**src/rtl/game_pkg.sv**
```systemverilog
// Shared screen, colour and arbiter-state definitions for the game datapaths.
package game_pkg;
  localparam int SCREEN_W = 160;
  localparam int SCREEN_H = 120;
  localparam int X_W      = 8;
  localparam int Y_W      = 7;
  localparam int C_W      = 3;

  localparam logic [C_W-1:0] BLACK = 3'b000;

  typedef enum logic [1:0] {
    IDLE    = 2'd0,
    GRANT   = 2'd1,
    RELEASE = 2'd2
  } arb_state_e;
endpackage

```
**src/rtl/rr_priority_pick.sv**
```systemverilog
// Round-robin pick: first asserted request at or above rr_ptr, wrapping around.
module rr_priority_pick #(
  parameter int N_REQ = 4,
  parameter int IDX_W = $clog2(N_REQ)
) (
  input  logic [N_REQ-1:0] req,
  input  logic [IDX_W-1:0] rr_ptr,
  output logic [IDX_W-1:0] sel,
  output logic             valid
);
  always_comb begin
    int unsigned idx;
    sel   = '0;
    valid = 1'b0;
    idx   = 0;
    for (int unsigned k = 0; k < N_REQ; k++) begin
      idx = 32'(rr_ptr) + k;
      if (idx >= 32'(N_REQ)) idx = idx - 32'(N_REQ);
      if (!valid && req[idx]) begin
        valid = 1'b1;
        sel   = IDX_W'(idx);
      end
    end
  end
endmodule

```
**src/rtl/plot_port_arbiter.sv**
```systemverilog
// Burst arbiter sharing the single VGA adapter write port among N_REQ draw/erase
// datapaths, with round-robin fairness and a per-grant burst-length watchdog.
module plot_port_arbiter
  import game_pkg::*;
#(
  parameter int N_REQ     = 4,
  parameter int X_W       = game_pkg::X_W,
  parameter int Y_W       = game_pkg::Y_W,
  parameter int C_W       = game_pkg::C_W,
  parameter int MAX_BURST = 256
) (
  input  logic                     clk,
  input  logic                     reset_n,
  input  logic [N_REQ-1:0]         req,
  input  logic [N_REQ-1:0]         last,
  input  logic [N_REQ-1:0]         plot_in,
  input  logic [N_REQ*X_W-1:0]     x_in,
  input  logic [N_REQ*Y_W-1:0]     y_in,
  input  logic [N_REQ*C_W-1:0]     colour_in,
  output logic [N_REQ-1:0]         grant,
  output logic [X_W-1:0]           vga_x,
  output logic [Y_W-1:0]           vga_y,
  output logic [C_W-1:0]           vga_colour,
  output logic                     vga_plot,
  output logic                     busy,
  output logic                     overrun,
  output logic [$clog2(N_REQ)-1:0] overrun_id
);
  localparam int IDX_W = $clog2(N_REQ);
  localparam int CNT_W = $clog2(MAX_BURST) + 1;

  arb_state_e       state_q, state_d;
  logic [IDX_W-1:0] g_q, g_d;
  logic [IDX_W-1:0] rr_ptr_q, rr_ptr_d;
  logic [CNT_W-1:0] burst_cnt_q, burst_cnt_d;
  logic [N_REQ-1:0] grant_d;
  logic [X_W-1:0]   x_d;
  logic [Y_W-1:0]   y_d;
  logic [C_W-1:0]   c_d;
  logic             plot_d;
  logic             overrun_d;
  logic [IDX_W-1:0] overrun_id_d;
  logic [IDX_W-1:0] pick_sel;
  logic             pick_valid;
  logic             exit_burst;

  rr_priority_pick #(
    .N_REQ (N_REQ),
    .IDX_W (IDX_W)
  ) u_pick (
    .req    (req),
    .rr_ptr (rr_ptr_q),
    .sel    (pick_sel),
    .valid  (pick_valid)
  );

  assign busy = (state_q != IDLE);

  always_comb begin
    state_d      = state_q;
    g_d          = g_q;
    rr_ptr_d     = rr_ptr_q;
    burst_cnt_d  = burst_cnt_q;
    grant_d      = grant;
    x_d          = vga_x;
    y_d          = vga_y;
    c_d          = vga_colour;
    plot_d       = 1'b0;
    overrun_d    = overrun;
    overrun_id_d = overrun_id;
    exit_burst   = 1'b0;
    unique case (state_q)
      IDLE: begin
        if (pick_valid) begin
          state_d           = GRANT;
          grant_d           = '0;
          grant_d[pick_sel] = 1'b1;
          g_d               = pick_sel;
          burst_cnt_d       = '0;
        end
      end
      GRANT: begin
        x_d    = x_in[int'(g_q)*X_W +: X_W];
        y_d    = y_in[int'(g_q)*Y_W +: Y_W];
        c_d    = colour_in[int'(g_q)*C_W +: C_W];
        plot_d = plot_in[g_q];
        if (plot_in[g_q]) burst_cnt_d = burst_cnt_q + 1'b1;
        // last beats a dropped req, which beats the watchdog
        if (plot_in[g_q] && last[g_q]) begin
          exit_burst = 1'b1;
        end else if (!req[g_q]) begin
          exit_burst = 1'b1;
        end else if (plot_in[g_q] && burst_cnt_q == CNT_W'(MAX_BURST - 1)) begin
          exit_burst   = 1'b1;
          overrun_d    = 1'b1;
          overrun_id_d = g_q;
        end
        if (exit_burst) begin
          state_d  = RELEASE;
          grant_d  = '0;
          rr_ptr_d = (g_q == IDX_W'(N_REQ - 1)) ? '0 : g_q + 1'b1;
        end
      end
      RELEASE: state_d = IDLE;
      default: state_d = IDLE;
    endcase
  end

  always_ff @(posedge clk or negedge reset_n) begin
    if (!reset_n) begin
      state_q     <= IDLE;
      g_q         <= '0;
      rr_ptr_q    <= '0;
      burst_cnt_q <= '0;
      grant       <= '0;
      vga_x       <= '0;
      vga_y       <= '0;
      vga_colour  <= '0;
      vga_plot    <= 1'b0;
      overrun     <= 1'b0;
      overrun_id  <= '0;
    end else begin
      state_q     <= state_d;
      g_q         <= g_d;
      rr_ptr_q    <= rr_ptr_d;
      burst_cnt_q <= burst_cnt_d;
      grant       <= grant_d;
      vga_x       <= x_d;
      vga_y       <= y_d;
      vga_colour  <= c_d;
      vga_plot    <= plot_d;
      overrun     <= overrun_d;
      overrun_id  <= overrun_id_d;
    end
  end
endmodule
```
**config.mk**
```make
export PLATFORM = sky130hd
export DESIGN_NAME = plot_port_arbiter
export DESIGN_NICKNAME = d
export VERILOG_FILES = /design/src/rtl/game_pkg.sv /design/src/rtl/rr_priority_pick.sv /design/src/rtl/plot_port_arbiter.sv
export SDC_FILE = /design/constraint.sdc
export NUM_CORES = 1
export LEC_CHECK = 0
export BUFFER_PORTS_ARGS = -buffer_cell sky130_fd_sc_hd__buf_2
export CAP_MARGIN = 20
export CORE_MARGIN = 8
export CORE_UTILIZATION = 46
export DETAILED_ROUTE_END_ITERATION = 16
export PLACE_DENSITY = 0.8
export RECOVER_POWER = 50
export SYNTH_ARGS = -nofsm -noshare
export SYNTH_HDL_FRONTEND = slang
export SYNTH_SLANG_ARGS = --single-unit
```
**constraint.sdc**
```tcl
create_clock -name clk -period 2.95 [get_ports clk]
set_input_delay 0.59 -clock clk [delete_from_list [all_inputs] [get_ports clk]]
set_output_delay 0.59 -clock clk [all_outputs]
set_load 0.03 [all_outputs]
```
# Word-level counts from Yosys, hierarchy flattened
# Cells that the tools add are included.
[totals] elab_cells=104 output_inout_bits=27 inputBits=86 mem_bits_ro=0 n_memories=0 latch_bits=0 regBits=41 mem_bits_rw=0
[op_classes] div_mod_pow=0 n_addsub=9 n_eq_ne=6 n_mux=43 n_lt_le_gt_ge=11 n_bitwise=1 multipliers=2 shifts=3 reduce_logical=18
[op_table] operator="32-bit by 3-bit less-than comparator with 1-bit output, second input constant" n=4
[op_table] operator="32-bit two-way mux" n=4
[op_table] operator="32-bit by 3-bit greater-or-equal comparator with 1-bit output, second input constant" n=3
[op_table] operator="32-bit by 3-bit subtractor with 32-bit output, second input constant" n=3
[op_table] operator="32-bit by 6-bit indexed part select with 8-bit output" n=1
[op_table] operator="28-bit by 6-bit indexed part select with 7-bit output" n=1
[op_table] operator="9-bit two-way mux" n=2
[op_table] operator="9-bit case mux with 2 select lines" n=1
[op_table] operator="1-bit two-way mux" n=17
[op_table] operator="1-bit binary-select mux with 2-bit select" n=7
[op_table] operator="2-bit two-way mux" n=7
[op_table] operator="12-bit by 5-bit indexed part select with 3-bit output" n=1
[op_table] operator="9-bit by 1-bit adder with 9-bit output, second input constant" n=1
[op_table] operator="9-bit by 8-bit equality test with 1-bit output, second input constant" n=1
[op_table] operator="4-bit two-way mux" n=2
[op_table] operator="4-bit case mux with 2 select lines" n=1
[op_table] operator="2-bit by 2-bit adder with 3-bit output, second input constant" n=2
[op_table] operator="1-bit logical AND" n=6
[op_table] operator="2-bit by 3-bit less-than comparator with 1-bit output, second input constant" n=2
[op_table] operator="2-bit inequality test, second input constant" n=3
[op_table] operator="2-bit AND reduction" n=3
[op_table] operator="3-bit AND reduction" n=2
[op_table] operator="2-bit by 3-bit multiplier with 5-bit output, second input constant" n=1
[op_table] operator="2-bit by 2-bit multiplier with 4-bit output, second input constant" n=1
[op_table] operator="14 further kinds" n=17

# Logic depth before layout (Yosys ltp)
[depth] depth_word=20 depth_mapped=9 mapped_depth_nobuf=9

# Hierarchy
# Synthesis repeated with hierarchy kept, for this count alone.
[unflattened] hier_cells=220 area_unflattened_um2=2319.7
[modules_own_cells] mod="plot_port_arbiter" area_per_inst_um2=2242.2 instances=1 seq_area_each_um2=1026.0 cells_per_inst=205
[modules_own_cells] mod="rr_priority_pick" area_per_inst_um2=77.6 instances=1 seq_area_each_um2=0.0 cells_per_inst=15

# Least setup slack after synthesis
# Ideal clock, no wire load.
[synth_path] path_type="register to register" start="reg burst_cnt_q[0]" end="reg rr_ptr_q[0]" arrival_time_ns=1.917 path_buffers=0 t_required_ns=2.825 period_less_slack_ns=2.042 setup_time_ns=0.125 path_slack_ns=0.908 stages_incl_launch_ff=10 cell_sequence="dfrtp_1 > ha_1 > and2_1 > nand2_1 > nor2_1 > ha_1 > or2_2 > o221ai_1 > a21boi_1 > mux2_2"
[synth_via] elab_chain_len=7
[synth_lines] item="start, declared" line="plot_port_arbiter.sv:35" text="logic [CNT_W-1:0] burst_cnt_q, burst_cnt_d;"
[synth_lines] item="start signal, assigned" line="plot_port_arbiter.sv:126" text="burst_cnt_q <= burst_cnt_d;"
[synth_lines] item="9-bit by 8-bit equality test with 1-bit output" line="plot_port_arbiter.sv:93" text="end else if (plot_in[g_q] && burst_cnt_q == CNT_W'(MAX_BURST - 1)) begin"
[synth_lines] item="1-bit logical AND" line="plot_port_arbiter.sv:93"
[synth_lines] item="1-bit two-way mux" line="plot_port_arbiter.sv:93"
[synth_lines] item="1-bit two-way mux" line="plot_port_arbiter.sv:91" text="end else if (!req[g_q]) begin"
[synth_lines] item="1-bit two-way mux" line="plot_port_arbiter.sv:89" text="if (plot_in[g_q] && last[g_q]) begin"
[synth_lines] item="1-bit two-way mux" line="plot_port_arbiter.sv:72" text="unique case (state_q)"
[synth_lines] item="2-bit AND reduction (no line)"
[synth_lines] item="end signal, assigned" line="plot_port_arbiter.sv:125" text="rr_ptr_q <= rr_ptr_d;"
[synth_lines] item="end, declared" line="plot_port_arbiter.sv:34" text="logic [IDX_W-1:0] rr_ptr_q, rr_ptr_d;"
# No other way between the ends. The select of a mux whose other input is x is not followed.
# A chain may end at the register's enable or synchronous reset.

# Worst setup path in the final report
# Ends and elaborated chain as after synthesis.

==> impl_metrics.csv <==
group,metric,value,unit
run_status,status,"finished, violations left",
run_status,violations,"capacitance limit, slew limit",
setup_path,arrival,2.43,ns
drt,drt_iter0_drc,81,
setup_path,critPathMaxStageDelay,0.41,ns
sta,fin_setup_tns,0,ns
global_route,grt_pass1_vias,1982,
clock_tree,cts_max_path_buffers,2,
clock_tree,cts_root_buf,"clkbuf_8",
setup_path,cp_slowest_cell,"dfrtp_1",
floorplanning,die_h,86.6,um
power,combinationalPowerShare,0.535,
floorplanning,dieArea,7500,sq um
drt,via_per_inst,5.34,
clock_tree,clk_pin_slew,0.08,ns
logic_synthesis,synthesis.area,2290,sq um
sta,slew_headroom,-0.435,
drt,drc,0,
placed_design,dp_hpwl,4810,um
logic_synthesis,synth_adder_area_share,0.0164,
setup_path,crit_fanout,4,
sta,rsz0062_at_grt,"no",
power,power_density,1020,nW/um^2
logic_synthesis,ys_seq_area_frac,0.448,
power,switching_power,1270,uW
logic_synthesis,ys_types,38,
global_route,grt_overflow,0,
placed_design,io_buffers,112,
power,clkPwrFrac,0.156,
floorplanning,core.rowCount,25,
clock_tree,ctsHoldBuffers,0,
logic_synthesis,synth-xor-area-share,0.0115,
sta,hold_violations,0,
sta,post-route-period-util,0.759,
logic_synthesis,synth_seq_cells,41,
setup_path,reg2reg_from,"burst_cnt_q[0]$_DFFE_PN0P_",
drt,vias,1875,
global_route,grt_max_degree,42,
power,p_leak,0.00140,uW
layout,area_growth_syn_to_layout,31.2,%
logic_synthesis,synthSimpleGateAreaFrac,0.100,
clock_tree,cts_buffers,5,
global_route,antenna_found_initial,0,
floorplanning,core,4750,sq um
drt,ant_nets,0,
layout,final_layout_size_suffix_gt1_frac,0.563,
setup_path,path_class,"register to register",
sta,period_minus_slack,2.24,ns
setup_path,crit_top_cell,"ha_1",
sta,clock_skew,0.00581,ns
clock_tree,htreeDepth,2,
job,maxCapViolations,1,
power,power_frac_seq,0.310,
worst_hold_path,hp-class,"register to register",
logic_synthesis,synthMuxAreaShare,0.331,
power,swShare,0.414,
clock_tree,post_cts_resized,0,
sta,max_freq,0.447,GHz
drt,avgRoutedWirePerCell,17.3,um
clock_tree,tritoncts,"done",
worst_hold_path,hold_path.startpoint,"overrun$_DFFE_PN0P_",
layout,nets,372,
power,intPower,1790,uW
drt,first_pass_iters,5,
setup_path,path_delay_family,"simple AND/OR/NAND/NOR gates",
layout,stdcell_count,351,
setup_path,startpoint,"burst_cnt_q[0]$_DFFE_PN0P_",
global_route,grt_usage,0.163,
clock_tree,cts.sinks,41,
logic_synthesis,synth_compound_area_frac,0.0650,
drt,drt-total-wl,6080,um
floorplanning,initial_core_util,0.482,
power,p_total,3060,uW
layout,antennaDiodeCount,0,
setup_path,cp.buffers_inverters,0,
floorplanning,ioPinCount,113,
logic_synthesis,syn_avg_cell_area,13.3,sq um
floorplanning,die_x,86.6,um
placed_design,gp_congestion,0.817,
logic_synthesis,yosys_warnings,0,
sta,setup_viol,0,
setup_path,worst_ep_required_time,3.14,ns
logic_synthesis,synth_top_family_by_area,"multiplexers",
global_route,grt_pass1_wl,9540,um
power,irDropWorstVdd,0.956,mV
clock_tree,insertion_delay,0.30,ns
placed_design,placedCellCount,343,
setup_path,start_kind,"register",
clock_tree,postCtsSetupBuffers,0,
setup_path,path_cells,"ha_1 > and2_1 > nand2_1 > nor2_1 > ha_1 > or2_2 > o221ai_1 > a21boi_1 > mux2_2",
logic_synthesis,synth_cells,172,
setup_path,setup.worst_path.end_class,"register",
sta,slew_violations,42,
logic_synthesis,syn_nets,261,
sta,tightest_slew,2.15,ns
[worst paths after layout]
path                                               to  slack [ns]  cells after the start
min                               overrun$_DFFE_PN0P_        0.47                      1
max                           rr_ptr_q[0]$_DFFE_PN0P_        0.71                      9
max in group asynchronous  burst_cnt_q[8]$_DFFE_PN0P_        0.81                      1
max reg2reg                   rr_ptr_q[0]$_DFFE_PN0P_        0.71                      9
min reg2reg                       overrun$_DFFE_PN0P_        0.47                      1
min in group asynchronous        vga_x[6]$_DFFE_PN0P_        0.90                      1
[cells in the mapped netlist]
cell type	number	share of area
mux4_2	20	0.20
a21boi_0	1	0.0033
nor2_1	9	0.015
and2_4	1	0.0038
and2_1	1	0.0027
nand3_1	4	0.0087
a21boi_1	1	0.0033
o32a_1	1	0.0044
a311o_1	1	0.0044
mux2i_1	3	0.013
o21ai_0	6	0.013
buf_2	1	0.0022
and4_4	1	0.0049
o32ai_1	1	0.0038
nor3b_1	1	0.0033
xor2_1	3	0.011
buf_6	2	0.0098
nor3_1	1	0.0022
mux2_4	2	0.013
nand2b_1	2	0.0055
mux2_2	22	0.11
a21o_1	1	0.0033
a22o_1	2	0.0076
or2_2	4	0.011
nor4_1	1	0.0027
clkbuf_1	6	0.0098
buf_1	2	0.0033
inv_1	2	0.0033
nand4_1	2	0.0055
o221ai_1	1	0.0038
ha_1	3	0.016
o2bb2ai_1	3	0.011
or4_1	2	0.0065
a21oi_1	3	0.0065
and3_1	2	0.0055
nand2_1	11	0.018
nor2b_1	2	0.0055
dfrtp_1	41	0.45
[cell usage in the layout, fill, tap and decap left out, types with 3 or more instances in the layout]
| cell | netlist | routed |
|---|---|---|
| mux2i_1 | 3 | 3 |
| nand3_1 | 4 | 4 |
| or2_2 | 4 | 4 |
| nand2_1 | 11 | 11 |
| buf_2 | 1 | 98 |
| o21ai_0 | 6 | 6 |
| mux2_2 | 22 | 22 |
| xor2_1 | 3 | 3 |
| o2bb2ai_1 | 3 | 3 |
| clkbuf_8 | 0 | 6 |
| buf_4 | 0 | 3 |
| dfrtp_1 | 41 | 41 |
| mux4_2 | 20 | 20 |
| ha_1 | 3 | 3 |
| a21oi_1 | 3 | 3 |
| clkbuf_1 | 6 | 14 |
| nor2_1 | 9 | 9 |
[routing by layer]
metal | global-route usage | wire length (um)
met3 | 0.0586 | 593
met1 | 0.183 | 2340
met2 | 0.275 | 3080
met4 | 0.0626 | 72
met5 | 0 | 0
[metrics by stage]
stage	setup WS (ns)	hold WS, ns	area [sq um]	util
after floorplan	0.908	0.294	2290	-
after global placement	0.794	0.451	2900	0.611
after detailed placement	0.745	0.457	2900	0.611
after CTS	0.720	0.434	3020	0.636
after global routing	0.368	0.487	3010	0.632
final	0.711	0.474	3010	0.632
[power by group through the flow]
| stage | logic (uW) | registers (uW) | clock network [uW] |
|---|---|---|---|
| after global routing | 1760 | 978 | 506 |
| final | 1640 | 947 | 476 |
| after detailed placement | 1680 | 952 | 0 |
| after global placement | 1640 | 945 | 0 |
| after CTS | 1680 | 945 | 485 |
| after floorplan | 973 | 1230 | 0 |
[kinds of logic (layout without fill, tap and decap cells)]
group / after synthesis / in the layout
XOR/XNOR: 3 / 3
AO/OA/AOI/OAI: 21 / 21
flip-flops: 41 / 41
multiplexers: 47 / 47
adder cells (fa/ha/maj): 3 / 3
buffers and inverters: 13 / 125
AND/OR/NAND/NOR: 44 / 44
[flip-flops by register name (all words and copies together), names as in the netlist]
name,cells
state_q,2
rr_ptr_q,2
vga_colour,3
vga_y,7
g_q,2
burst_cnt_q,9
vga_plot,1
vga_x,8
overrun,1
grant,4
overrun_id,2
[final cells by class]
class	instances	area (sq um)
Inverter	2	7.51
Multi-Input combinational cell	118	1200
Tap cell	67	83.8
Clock buffer	6	82.6
Sequential cell	41	1030
Timing Repair Buffer	115	566
Fill cell	410	1750
Clock inverter	2	37.5
Note: power is estimated with default switching activity, not from simulation.
